--- config.mk ---
export PLATFORM = sky130hd
export DESIGN_NAME = mmu_tlb
export DESIGN_NICKNAME = d
export VERILOG_FILES = /design/src/rtl/mmu_pkg.sv /design/src/rtl/tlb_match.sv /design/src/rtl/mmu_tlb.sv
export SDC_FILE = /design/constraint.sdc
export NUM_CORES = 2
export LEC_CHECK = 0
export CAP_MARGIN = 0
export CORE_ASPECT_RATIO = 1.4
export CORE_MARGIN = 5
export CORE_UTILIZATION = 40
export DETAILED_ROUTE_END_ITERATION = 10
export GPL_TIMING_DRIVEN = 0
export HOLD_SLACK_MARGIN = 0.15
export PLACE_DENSITY = 0.67
export SYNTH_ARGS = -nofsm -noshare
export SYNTH_HDL_FRONTEND = slang
export SYNTH_SLANG_ARGS = --single-unit
--- constraint.sdc ---
create_clock -name clk -period 14 [get_ports clk]
set_input_delay 1.4 -clock clk [delete_from_list [all_inputs] [get_ports clk]]
set_output_delay 1.4 -clock clk [all_outputs]
set_load 0.02 [all_outputs]
--- src/rtl/mmu_pkg.sv ---
// mmu_pkg: shared TLB entry layout, memory-op and exception encodings,
// FSM state type and byte-lane helpers for the mmu_tlb slice.
// Optional feature: MMU_ASID_EN (ASID/G matching) is handled in the modules.
package mmu_pkg;

    // TLB entry field widths
    localparam int unsigned VPN2_W = 19;
    localparam int unsigned ASID_W = 8;
    localparam int unsigned PFN_W  = 20;

    // TLB entry field offsets (LSB first): V1 D1 PFN1 V0 D0 PFN0 G ASID VPN2
    localparam int unsigned V1_OFF   = 0;
    localparam int unsigned D1_OFF   = 1;
    localparam int unsigned PFN1_OFF = 2;
    localparam int unsigned V0_OFF   = 22;
    localparam int unsigned D0_OFF   = 23;
    localparam int unsigned PFN0_OFF = 24;
    localparam int unsigned G_OFF    = 44;
    localparam int unsigned ASID_OFF = 45;
    localparam int unsigned VPN2_OFF = 53;
    localparam int unsigned TLB_ENTRY_WIDTH = 72;

    localparam int unsigned MEM_OPT_WIDTH = 4;
    typedef enum logic [MEM_OPT_WIDTH-1:0] {
        MEM_NONE = 4'd0,
        MEM_LW   = 4'd1,
        MEM_LBS  = 4'd2,
        MEM_LBU  = 4'd3,
        MEM_LHS  = 4'd4,
        MEM_LHU  = 4'd5,
        MEM_SW   = 4'd6,
        MEM_SB   = 4'd7,
        MEM_SH   = 4'd8
    } mem_opt_e;

    localparam int unsigned EC_WIDTH = 3;
    typedef enum logic [EC_WIDTH-1:0] {
        EC_NONE = 3'd0,
        EC_ADEL = 3'd1,
        EC_ADES = 3'd2,
        EC_TLBL = 3'd3,
        EC_TLBS = 3'd4,
        EC_MOD  = 3'd5
    } ec_e;

    typedef enum logic [1:0] {
        ST_IDLE  = 2'd0,
        ST_MERGE = 2'd1,
        ST_WRITE = 2'd2
    } mmu_state_e;

    // Extract and extend a load result from a little-endian memory word
    function automatic logic [31:0] load_align(input mem_opt_e opt,
                                               input logic [1:0] a,
                                               input logic [31:0] w);
        logic [7:0]  b;
        logic [15:0] h;
        case (a)
            2'd0:    b = w[7:0];
            2'd1:    b = w[15:8];
            2'd2:    b = w[23:16];
            default: b = w[31:24];
        endcase
        h = a[1] ? w[31:16] : w[15:0];
        case (opt)
            MEM_LW:  return w;
            MEM_LBS: return {{24{b[7]}}, b};
            MEM_LBU: return {24'h0, b};
            MEM_LHS: return {{16{h[15]}}, h};
            MEM_LHU: return {16'h0, h};
            default: return '0;
        endcase
    endfunction

    // Insert the low byte/half of wd into the old word at the addressed lane
    function automatic logic [31:0] store_merge(input mem_opt_e opt,
                                                input logic [1:0] a,
                                                input logic [31:0] old,
                                                input logic [31:0] wd);
        logic [31:0] r;
        r = old;
        if (opt == MEM_SB) begin
            case (a)
                2'd0:    r[7:0]   = wd[7:0];
                2'd1:    r[15:8]  = wd[7:0];
                2'd2:    r[23:16] = wd[7:0];
                default: r[31:24] = wd[7:0];
            endcase
        end else if (opt == MEM_SH) begin
            if (a[1]) r[31:16] = wd[15:0];
            else      r[15:0]  = wd[15:0];
        end else begin
            r = wd;
        end
        return r;
    endfunction

endpackage

--- src/rtl/tlb_match.sv ---
// tlb_match: combinational VPN2 match across all TLB entries, lowest index wins.
// With MMU_ASID_EN defined, an entry also needs ASID==asid or G=1 to match.
module tlb_match
    import mmu_pkg::*;
#(
    parameter  int unsigned TLB_NR_ENTRY = 16,
    localparam int unsigned TLB_INDEX_W  = $clog2(TLB_NR_ENTRY)
) (
    input  logic [TLB_ENTRY_WIDTH-1:0] entries [TLB_NR_ENTRY],
`ifdef MMU_ASID_EN
    input  logic [ASID_W-1:0]          asid,
`endif
    input  logic [VPN2_W-1:0]          vpn2,
    output logic                       hit,
    output logic [TLB_INDEX_W-1:0]     index
);

    logic [TLB_NR_ENTRY-1:0] match;
    logic                    unused_fields;

    // Per-entry key comparison
    always_comb begin
        match = '0;
        for (int unsigned i = 0; i < TLB_NR_ENTRY; i++) begin
`ifdef MMU_ASID_EN
            match[i] = (entries[i][VPN2_OFF +: VPN2_W] == vpn2) &&
                       (entries[i][G_OFF] || (entries[i][ASID_OFF +: ASID_W] == asid));
`else
            match[i] = (entries[i][VPN2_OFF +: VPN2_W] == vpn2);
`endif
        end
    end

    // Priority select: first (lowest) matching index, 0 when nothing matches
    always_comb begin
        hit   = 1'b0;
        index = '0;
        for (int unsigned i = 0; i < TLB_NR_ENTRY; i++) begin
            if (match[i] && !hit) begin
                hit   = 1'b1;
                index = TLB_INDEX_W'(i);
            end
        end
    end

    // Fields not involved in matching
    always_comb begin
        unused_fields = 1'b0;
        for (int unsigned i = 0; i < TLB_NR_ENTRY; i++) begin
            unused_fields = unused_fields ^ (^entries[i]);
        end
    end

endmodule

--- src/rtl/mmu_tlb.sv ---
// mmu_tlb: address translation (direct kseg window + software-loaded TLB),
// access checking and a small load/store sequencer toward physical memory.
// Optional feature: MMU_ASID_EN adds the asid port and ASID/G matching.
module mmu_tlb
    import mmu_pkg::*;
#(
    parameter  int unsigned TLB_NR_ENTRY = 16,
    localparam int unsigned TLB_INDEX_W  = $clog2(TLB_NR_ENTRY)
) (
    input  logic                       clk,
    input  logic                       rst,
    input  logic                       tlb_we,
    input  logic [TLB_INDEX_W-1:0]     tlb_windex,
    input  logic [TLB_ENTRY_WIDTH-1:0] tlb_wentry,
    input  logic [VPN2_W-1:0]          tlb_probe_vpn2,
    output logic                       tlb_probe_hit,
    output logic [TLB_INDEX_W-1:0]     tlb_probe_index,
`ifdef MMU_ASID_EN
    input  logic [ASID_W-1:0]          asid,
`endif
    input  logic [31:0]                instr_addr,
    output logic [31:0]                instr_out,
    input  logic [MEM_OPT_WIDTH-1:0]   data_opt,
    input  logic [31:0]                data_addr,
    input  logic [31:0]                data_in,
    output logic [31:0]                data_out,
    output logic                       busy,
    output logic [EC_WIDTH-1:0]        exc_code,
    output logic [31:0]                dev_mem_addr,
    input  logic [31:0]                dev_mem_data_in,
    output logic [31:0]                dev_mem_data_out,
    output logic                       dev_mem_is_write,
    input  logic                       dev_mem_busy
);

    logic [TLB_ENTRY_WIDTH-1:0] tlb [TLB_NR_ENTRY];
    mmu_state_e                 state, state_n;
    logic [31:0]                wdata, wdata_n;
    mem_opt_e                   opt;
    logic [31:0]                vaddr, paddr;
    logic                       direct, odd;
    logic                       l_hit;
    logic [TLB_INDEX_W-1:0]     l_idx;
    logic [TLB_ENTRY_WIDTH-1:0] sel;
    logic                       pg_v, pg_d;
    logic [PFN_W-1:0]           pg_pfn;
    logic                       is_load, is_store, is_word, is_half;
    ec_e                        exc;
    logic                       clean;
    logic                       unused_bits;

    assign opt = mem_opt_e'(data_opt);

    // TLB storage: reset invalidates every page half, otherwise write on strobe
    always_ff @(posedge clk) begin
        if (!rst) begin
            for (int unsigned i = 0; i < TLB_NR_ENTRY; i++) begin
                tlb[i][V0_OFF] <= 1'b0;
                tlb[i][V1_OFF] <= 1'b0;
            end
        end else if (tlb_we) begin
            tlb[tlb_windex] <= tlb_wentry;
        end
    end

    tlb_match #(.TLB_NR_ENTRY(TLB_NR_ENTRY)) u_lookup (
        .entries (tlb),
`ifdef MMU_ASID_EN
        .asid    (asid),
`endif
        .vpn2    (vaddr[31:13]),
        .hit     (l_hit),
        .index   (l_idx)
    );

    tlb_match #(.TLB_NR_ENTRY(TLB_NR_ENTRY)) u_probe (
        .entries (tlb),
`ifdef MMU_ASID_EN
        .asid    (asid),
`endif
        .vpn2    (tlb_probe_vpn2),
        .hit     (tlb_probe_hit),
        .index   (tlb_probe_index)
    );

    // Address select and translation; V is checked on the winning entry only
    always_comb begin
        vaddr  = ((opt != MEM_NONE) || (state != ST_IDLE)) ? data_addr : instr_addr;
        direct = (vaddr[31:30] == 2'b10);
        odd    = vaddr[12];
        sel    = tlb[l_idx];
        pg_v   = odd ? sel[V1_OFF] : sel[V0_OFF];
        pg_d   = odd ? sel[D1_OFF] : sel[D0_OFF];
        pg_pfn = odd ? sel[PFN1_OFF +: PFN_W] : sel[PFN0_OFF +: PFN_W];
        paddr  = direct ? {3'b000, vaddr[28:0]} : {pg_pfn, vaddr[11:0]};
    end

    // Access classification; NONE means an instruction fetch (word)
    always_comb begin
        is_load  = 1'b0;
        is_store = 1'b0;
        is_word  = 1'b0;
        is_half  = 1'b0;
        case (opt)
            MEM_NONE: is_word = 1'b1;
            MEM_LW:   begin is_load = 1'b1; is_word = 1'b1; end
            MEM_LBS,
            MEM_LBU:  is_load = 1'b1;
            MEM_LHS,
            MEM_LHU:  begin is_load = 1'b1; is_half = 1'b1; end
            MEM_SW:   begin is_store = 1'b1; is_word = 1'b1; end
            MEM_SB:   is_store = 1'b1;
            MEM_SH:   begin is_store = 1'b1; is_half = 1'b1; end
            default:  is_load = 1'b0;
        endcase
    end

    // Exception priority: alignment, then translation miss, then dirty check
    always_comb begin
        exc = EC_NONE;
        if ((is_word && (vaddr[1:0] != 2'b00)) || (is_half && vaddr[0]))
            exc = is_store ? EC_ADES : EC_ADEL;
        else if (!direct && !(l_hit && pg_v))
            exc = is_store ? EC_TLBS : EC_TLBL;
        else if (is_store && !direct && !pg_d)
            exc = EC_MOD;
        clean = (exc == EC_NONE);
    end

    // FSM state and write-data registers
    always_ff @(posedge clk) begin
        if (!rst) begin
            state <= ST_IDLE;
            wdata <= '0;
        end else begin
            state <= state_n;
            wdata <= wdata_n;
        end
    end

    // Next state and outputs. In WRITE, busy follows dev_mem_busy so the cycle
    // the write is accepted is the one where busy drops and the store completes.
    always_comb begin
        state_n  = state;
        wdata_n  = wdata;
        busy     = 1'b0;
        is_write_c: begin end
        dev_mem_is_write = 1'b0;
        data_out = '0;
        case (state)
            ST_IDLE: begin
                if (clean) begin
                    if (is_store) begin
                        busy = 1'b1;
                        if (opt == MEM_SW) begin
                            if (!dev_mem_busy) begin
                                state_n = ST_WRITE;
                                wdata_n = data_in;
                            end
                        end else begin
                            state_n = ST_MERGE;
                            wdata_n = data_in;
                        end
                    end else begin
                        busy     = dev_mem_busy;
                        data_out = load_align(opt, vaddr[1:0], dev_mem_data_in);
                    end
                end
            end
            ST_MERGE: begin
                if (clean) begin
                    busy = 1'b1;
                    if (!dev_mem_busy) begin
                        wdata_n = store_merge(opt, vaddr[1:0], dev_mem_data_in, wdata);
                        state_n = ST_WRITE;
                    end
                end else begin
                    state_n = ST_IDLE;
                end
            end
            ST_WRITE: begin
                if (clean) begin
                    dev_mem_is_write = 1'b1;
                    busy             = dev_mem_busy;
                    if (!dev_mem_busy) state_n = ST_IDLE;
                end else begin
                    state_n = ST_IDLE;
                end
            end
            default: state_n = ST_IDLE;
        endcase
        if (!rst) begin
            busy             = dev_mem_busy;
            dev_mem_is_write = 1'b0;
        end
    end

    assign instr_out        = dev_mem_data_in;
    assign dev_mem_addr     = {paddr[31:2], 2'b00};
    assign dev_mem_data_out = wdata;
    assign exc_code         = exc;
    assign unused_bits      = ^{paddr[1:0], sel};

endmodule
### After elaboration in Yosys (flattened, before gate mapping)

Cells that the tools add are included.

| word-level totals | value |
|---|---|
| flip-flop bits (word level) | 1186 |
| output and inout port bits | 138 |

| cells by class | value |
|---|---|
| $lt $le $gt $ge | 3 |
| equal/unequal tests | 54 |
| multiplexer cells | 118 |
| bitwise operators | 2 |
| reductions and logical operators | 89 |

Operators with widths:

| operator | count |
|---|---|
| $bwmux W1152 | 1 |
| $eq A19 B19 Y1 | 32 |
| $mux W32 | 13 |
| $bmux W72 S4 | 1 |
| $demux W72 S4 | 1 |
| $pmux W32 S5 | 1 |
| $mux W44 | 2 |
| $mux W72 | 1 |
| $mux W4 | 16 |
| $pmux W32 S2 | 1 |
| $mux W16 | 3 |
| $mux W1 | 46 |
| $logic_and A1 B1 Y1 | 37 |
| $mux W3 | 12 |
| $logic_not A1 Y1 | 33 |
| $mux W8 | 4 |
| $mux W2 | 12 |
| $pmux W8 S3 | 1 |
| $mux W20 | 1 |
| $eq A4 B3 Y1 const B | 4 |
| $ne A3 B3 Y1 const B | 5 |
| $reduce_or A3 Y1 | 4 |
| $ge A5 B5 Y1 const B | 2 |
| $not A4 Y5 | 2 |
| other kinds (20) | 31 |

### Depth between registers and ports, before layout

| depth | value |
|---|---|
| depth in word-level cells | 64 |
| mapped depth | 27 |
| depth with buffers taken out | 15 |

### Modules after synthesis

Synthesis repeated with hierarchy kept, for this count alone.

| unflattened totals | value |
|---|---|
| cell total of the unflattened synthesis | 3068 |
| area, all modules | 52354.0 sq um |

By module, submodules not included:

| module | instances | cells an instance | area an instance (sq um) | seq. area each (sq um) |
|---|---|---|---|---|
| mmu_tlb | 1 | 2134 | 44689.1 | 34953.5 |
| tlb_match | 2 | 467 | 3832.4 | 0.0 |

### Worst setup path before layout

Ideal clock, no wire load.

| timing | value |
|---|---|
| path type | input port to output port |
| from | input port data_opt[0] |
| to | output port dev_mem_is_write |
| data arrival time | 6.594 ns |
| required time | 12.600 ns |
| slack | 6.006 ns |
| stages | 21 |
| buffers on the path | 6 |
| path through | buf_2 or3_4 buf_6 o21ai_4 and2_1 buf_4 o2bb2ai_1 or4b_1 or4b_1 and4_1 buf_2 o2111ai_2 nand2_2 buf_4 buf_4 mux2i_1 mux2i_1 a21oi_1 a2bb2oi_1 o211ai_1 nor4b_1 |

| between the ends | value |
|---|---|
| word-level cells in the longest chain between the ends | 64 |

RTL lines:

| item | RTL line | text |
|---|---|---|
| start, declared | mmu_tlb.sv:23 | `input logic [MEM_OPT_WIDTH-1:0] data_opt,` |
| $reduce_bool A4 Y1 | mmu_tlb.sv:88 | `vaddr = ((opt != MEM_NONE) \|\| (state != ST_IDLE)) ? data_addr : instr_addr;` |
| $logic_or A1 B1 Y1 | mmu_tlb.sv:88 |  |
| $mux W32 | mmu_tlb.sv:88 |  |
| $eq A19 B19 Y1 | tlb_match.sv:29 | `match[i] = (entries[i][VPN2_OFF +: VPN2_W] == vpn2);` |
| $mux W1 | tlb_match.sv:39 | `if (match[i] && !hit) begin` |
| $logic_not A1 Y1 | tlb_match.sv:39 |  |
| $logic_and A1 B1 Y1 | tlb_match.sv:39 |  |
| $mux W1 | tlb_match.sv:39 |  |
| [... 48 more ...] | n/a |  |
| $logic_and A1 B1 Y1 / $logic_not A1 Y1 (equally long branches) | mmu_tlb.sv:125, mmu_tlb.sv:123 |  |
| $mux W3 / $logic_and A1 B1 Y1 (equally long branches) | mmu_tlb.sv:125, mmu_tlb.sv:123 |  |
| $mux W3 | mmu_tlb.sv:123 | `else if (!direct && !(l_hit && pg_v))` |
| $mux W3 * | mmu_tlb.sv:121 | `if ((is_word && (vaddr[1:0] != 2'b00)) \|\| (is_half && vaddr[0]))` |
| $logic_not A3 Y1 * | mmu_tlb.sv:127 | `clean = (exc == EC_NONE);` |
| $mux W1 * | mmu_tlb.sv:182 | `if (clean) begin` |
| $mux W1 * | mmu_tlb.sv:150 | `case (state)` |
| $mux W1 * | mmu_tlb.sv:192 | `if (!rst) begin` |
| end, declared | mmu_tlb.sv:32 | `output logic dev_mem_is_write,` |

Mark *: on every way between the ends. The rest lies on a longest branch, timed or not. The select of a mux whose other input is x is not followed.

### Worst setup path after layout

| timing | value |
|---|---|
| from | input port data_opt[3] |
| to | output port dev_mem_addr[19] |

| between the ends | value |
|---|---|
| word-level cells in the longest chain between the ends | 56 |

RTL lines:

| item | RTL line | text |
|---|---|---|
| $reduce_bool A4 Y1 * | mmu_tlb.sv:88 |  |
| $logic_or A1 B1 Y1 * | mmu_tlb.sv:88 |  |
| $mux W32 * | mmu_tlb.sv:88 |  |
| $eq A19 B19 Y1 | tlb_match.sv:29 |  |
| $mux W1 | tlb_match.sv:39 |  |
| $logic_not A1 Y1 | tlb_match.sv:39 |  |
| $logic_and A1 B1 Y1 | tlb_match.sv:39 |  |
| $mux W1 | tlb_match.sv:39 |  |
| [... 39 more ...] | n/a |  |
| $logic_not A1 Y1 | tlb_match.sv:39 |  |
| $logic_and A1 B1 Y1 | tlb_match.sv:39 |  |
| $mux W4 | tlb_match.sv:39 |  |
| $not A4 Y5 (not written as such) | mmu_tlb.sv:91 | `sel = tlb[l_idx];` |
| $bmux W72 S4 | mmu_tlb.sv:91 |  |
| $mux W44 (not written as such) (2 in a row) | mmu_tlb.sv:91 |  |
| $mux W20 | mmu_tlb.sv:94 | `pg_pfn = odd ? sel[PFN1_OFF +: PFN_W] : sel[PFN0_OFF +: PFN_W];` |
| $mux W32 * | mmu_tlb.sv:95 | `paddr = direct ? {3'b000, vaddr[28:0]} : {pg_pfn, vaddr[11:0]};` |
| end, declared | mmu_tlb.sv:29 | `output logic [31:0] dev_mem_addr,` |

Marks and branches as above.

==> results.toml <==
[route]
count_of_tritonroute_iterations_in_the_first_routing_pass = 8
remaining_drc_errors = 0
final_routed_wirelength_mm = 227
detailroute.via_count = 39024
dr.max_layer_used = "met5"
wl_met1_mm = 77.5
detail_route.wl_per_cell_um = 36.3
routed-wl-met2_mm = 107
postRouteAntennaNets = 0
met3RoutedLength_mm = 21.8
drt_first_iter_violations = 4735
route.detailed.vias_per_inst = 6.25

[pwr]
power_density_nw_per_um2 = 115
cellLeakagePower_nw = 20.3
vdd.ir_drop.worst_uv = 126
fin_total_pwr_w = 0.00696

[global_route]
grt_max_degree = 43
via_count_of_the_first_global_routing_pass = 37727
grt_usage_pct = 32.2
antenna_found_initial = 20
total_congestion_overflow = 0
global_route_wire_length_before_repair_mm = 304

[setup_path]
crit_required_ns = 12.60
worst_r2r_path_depth = 22
worst-r2r-setup-slack_ns = 5.64
timing.critical_path.arrival_ns = 11.72
timing.critical_path.from_type = "input port"
r2r-start = "state[1]"
crit_path_max_fo = 10
worstSetupEndpointType = "output port"
crit_type = "input port to output port"
r2r_end = "dev_mem_data_out[15]"

[clock_tree]
cts_buffers = 103
htree_num_levels = 3
tritoncts = "yes"
numClockSinks = 1042
cts.path.max_buffers = 3
clock_latency_ns = 0.72
ctsRootBufferMaster = "sky130_fd_sc_hd__clkbuf_16"
cts_hold_buffers = 0
post-cts-setup-buffers = 0
cts_resized = 0
cts.clk_slew.worst_paths_ns = 0.06

[die]
io-pin-count = 369
row_count = 154
fp.dieArea_um2 = 134000
starting_utilization_of_the_core_area_pct = 40.3
dieHeight_um = 432
chipWidth_um = 311
core_um2 = 126000

[synth]
synthFlopType = "sky130_fd_sc_hd__edfxtp_1"
synth_register_bits = 1042
synthesis.yosys.warnings = 0
post_synth_num_cell_types = 93
synth_area_per_cell_um2 = 12.7
syn_area_um2 = 50900
number_of_cells_produced_by_synthesis = 4011
synth_edf_count = 976
synth_sequential_area_ratio_pct = 60.2
synthArstFlopShare_pct = 0

[finish]
final_core_util_pct = 48.0
final_layout_size_suffix_gt1_share_pct = 12.9
filler_cell_count = 11240
multi_input_area_um2 = 18700
seqCellArea_um2 = 30600
synthToLayoutAreaGrowth_pct = 19.1
nets = 4742

[sta]
fmax_ghz = 0.0762
totalNegativeSetupSlack_ns = 0
min_period_over_period_pct = 93.7
timing.clock.skew_ns = 0.0284
worst-slew-pin-transition_ns = 1.63
rsz0062_at_grt = "no"
finalSetupViolations = 0
final_slew_violations = 114
post-route-min-period_ns = 13.12
worst_hold_slack_ns = 0.462
slew-limit-headroom_pct = -9.96
final_count_of_hold_timing_violations = 0

[placed_design]
buffer_ports.inserted = 315
hpwlAfterDp_mm = 161
globalplace.congestion = 1.10

[status]
result_of_the_run = "finished, violations left"
failed_checks = "capacitance limit, slew limit"

[worst_hold_path]
hold_depth = 2
worst_hold_path.endpoint = "dev_mem_data_out[31]"
hp-start = "dev_mem_data_out[31]"
holdCritPathClass = "register to register"

[job]
drv_cap = 10
[cells in the mapped netlist (72+ instances only)]
| master | count | area share, % |
|---|---|---|
| sky130_fd_sc_hd__o22ai_1 | 114 | 1.4 |
| sky130_fd_sc_hd__xor2_1 | 278 | 4.8 |
| sky130_fd_sc_hd__nor3_1 | 79 | 0.78 |
| sky130_fd_sc_hd__nor4_1 | 104 | 1.3 |
| sky130_fd_sc_hd__nand2_1 | 361 | 2.7 |
| sky130_fd_sc_hd__o21ai_0 | 114 | 1.1 |
| sky130_fd_sc_hd__clkbuf_1 | 176 | 1.3 |
| sky130_fd_sc_hd__a21oi_1 | 181 | 1.8 |
| sky130_fd_sc_hd__nand4_1 | 72 | 0.89 |
| sky130_fd_sc_hd__nor2_1 | 103 | 0.76 |
| sky130_fd_sc_hd__mux2_2 | 158 | 3.5 |
| sky130_fd_sc_hd__xnor2_1 | 222 | 3.8 |
| sky130_fd_sc_hd__mux2i_1 | 254 | 5.0 |
| sky130_fd_sc_hd__edfxtp_1 | 976 | 58 |
[registers in the layout, summed over array words and instances, names as in the netlist]
| register | count |
|---|---|
| dev_mem_data_out | 32 |
| tlb | 1008 |
| state | 2 |
[where the power goes]
group	total (W)	internal (W)	leakage, nW	switching (W)
clock	0.00282	0.00156	1.64	0.00126
sequential	0.00346	0.00344	9.33	0.0000200
combinational	0.000680	0.000210	9.35	0.000469
[cells in the final DEF, fill, tap and decap left out, types with 13 or more instances in the layout]
cell | synthesis | layout
sky130_fd_sc_hd__or3_1 | 13 | 13
sky130_fd_sc_hd__o21ai_0 | 114 | 114
sky130_fd_sc_hd__nand2b_1 | 13 | 13
sky130_fd_sc_hd__inv_1 | 65 | 65
sky130_fd_sc_hd__mux2_2 | 158 | 158
sky130_fd_sc_hd__clkbuf_16 | 0 | 103
sky130_fd_sc_hd__clkinv_1 | 1 | 22
sky130_fd_sc_hd__nand3_1 | 65 | 65
sky130_fd_sc_hd__a311oi_1 | 17 | 17
sky130_fd_sc_hd__edfxtp_1 | 976 | 976
sky130_fd_sc_hd__o21a_1 | 21 | 21
sky130_fd_sc_hd__clkbuf_1 | 176 | 183
sky130_fd_sc_hd__nor4_1 | 104 | 102
sky130_fd_sc_hd__xnor2_1 | 222 | 222
sky130_fd_sc_hd__a2111oi_0 | 16 | 16
sky130_fd_sc_hd__nand4_1 | 72 | 72
sky130_fd_sc_hd__and2_1 | 29 | 28
sky130_fd_sc_hd__a211oi_1 | 38 | 38
sky130_fd_sc_hd__a221oi_1 | 27 | 27
sky130_fd_sc_hd__o22ai_1 | 114 | 114
sky130_fd_sc_hd__diode_2 | 0 | 13
sky130_fd_sc_hd__a222oi_1 | 15 | 15
sky130_fd_sc_hd__buf_4 | 47 | 51
sky130_fd_sc_hd__nor2b_1 | 16 | 16
sky130_fd_sc_hd__clkinv_2 | 0 | 19
sky130_fd_sc_hd__dfxtp_1 | 66 | 66
sky130_fd_sc_hd__clkdlybuf4s50_1 | 0 | 299
sky130_fd_sc_hd__mux2i_1 | 254 | 254
sky130_fd_sc_hd__xor2_1 | 278 | 278
sky130_fd_sc_hd__nor3_1 | 79 | 70
sky130_fd_sc_hd__nand2_1 | 361 | 361
sky130_fd_sc_hd__o22a_1 | 24 | 24
sky130_fd_sc_hd__and3_1 | 67 | 67
sky130_fd_sc_hd__mux4_2 | 13 | 13
sky130_fd_sc_hd__buf_6 | 6 | 58
sky130_fd_sc_hd__nor2_1 | 103 | 97
sky130_fd_sc_hd__buf_2 | 57 | 77
sky130_fd_sc_hd__a21oi_1 | 181 | 181
[worst max path at each step]
| stage | slack, ns | start | to |
|---|---|---|---|
| global placement | 1.08 | rst | tlb[729] |
| finish | 0.88 | data_opt[3] | dev_mem_addr[19] |
| detailed placement | 1.43 | data_opt[3] | dev_mem_addr[28] |
| floorplan | 6.01 | data_opt[0] | dev_mem_is_write |
| CTS | 1.41 | data_opt[3] | dev_mem_addr[28] |
| global route | 1.07 | data_opt[3] | dev_mem_addr[18] |
[layer usage]
metal	vias up	global-route usage [%]
li1	16144	-
met1	19421	36.3
met2	2681	53.6
met3	770	7.37
met4	8	24.0
met5	-	0
[logic make-up (layout without fill, tap and decap cells)]
logic type,count (synthesis),in the layout,synth area share (%)
buf+inv,368,952,3.30
xor+xnor,500,500,8.61
flops,1042,1042,60.2
compound gates,702,702,9.22
mux,425,425,9.07
other cells,1,15,0.00737
simple gates,973,973,9.57
[stage by stage]
step	instances	setup WS [ns]	instance area, um2
finish	6247	0.881	60600
global route	6240	1.07	60600
floorplan	4012	6.01	50900
detailed placement	6044	1.43	57200
global placement	5965	1.08	56100
CTS	6234	1.41	60600
[area by class of cell]
class                      instances  area share (%)
timing repair buffer             394            6.84
inverter                          66           0.409
tap                             1638            3.38
antenna                           13          0.0537
multi-input combinational       2602            30.8
clock buffer                     124            4.44
buffer                           302            2.39
sequential                      1042            50.6
clock inverter                    66            1.13
[critical path: stages]
cell and delay (ns):
sky130_fd_sc_hd__clkdlybuf4s50_1 0.48, sky130_fd_sc_hd__clkbuf_1 0.38, sky130_fd_sc_hd__nor3_4 0.17, sky130_fd_sc_hd__buf_2 0.26
sky130_fd_sc_hd__nand2_1 0.15, sky130_fd_sc_hd__buf_2 0.38, sky130_fd_sc_hd__clkbuf_1 1.08, sky130_fd_sc_hd__clkbuf_1 0.61
sky130_fd_sc_hd__o21ai_0 0.30, sky130_fd_sc_hd__nor4_1 0.63, sky130_fd_sc_hd__nand4_1 0.67, sky130_fd_sc_hd__and4_1 0.43
sky130_fd_sc_hd__buf_2 0.16, sky130_fd_sc_hd__nand3_1 0.12, sky130_fd_sc_hd__o221a_1 0.20, sky130_fd_sc_hd__buf_4 0.16
sky130_fd_sc_hd__buf_2 0.29, sky130_fd_sc_hd__buf_4 0.27, sky130_fd_sc_hd__clkbuf_1 0.55, sky130_fd_sc_hd__buf_1 0.64
sky130_fd_sc_hd__a21oi_1 0.35, sky130_fd_sc_hd__o22a_1 0.32, sky130_fd_sc_hd__a311oi_1 0.81, sky130_fd_sc_hd__a21oi_1 0.24
sky130_fd_sc_hd__clkdlybuf4s50_1 0.62
Power figures use the tool's default switching activity.
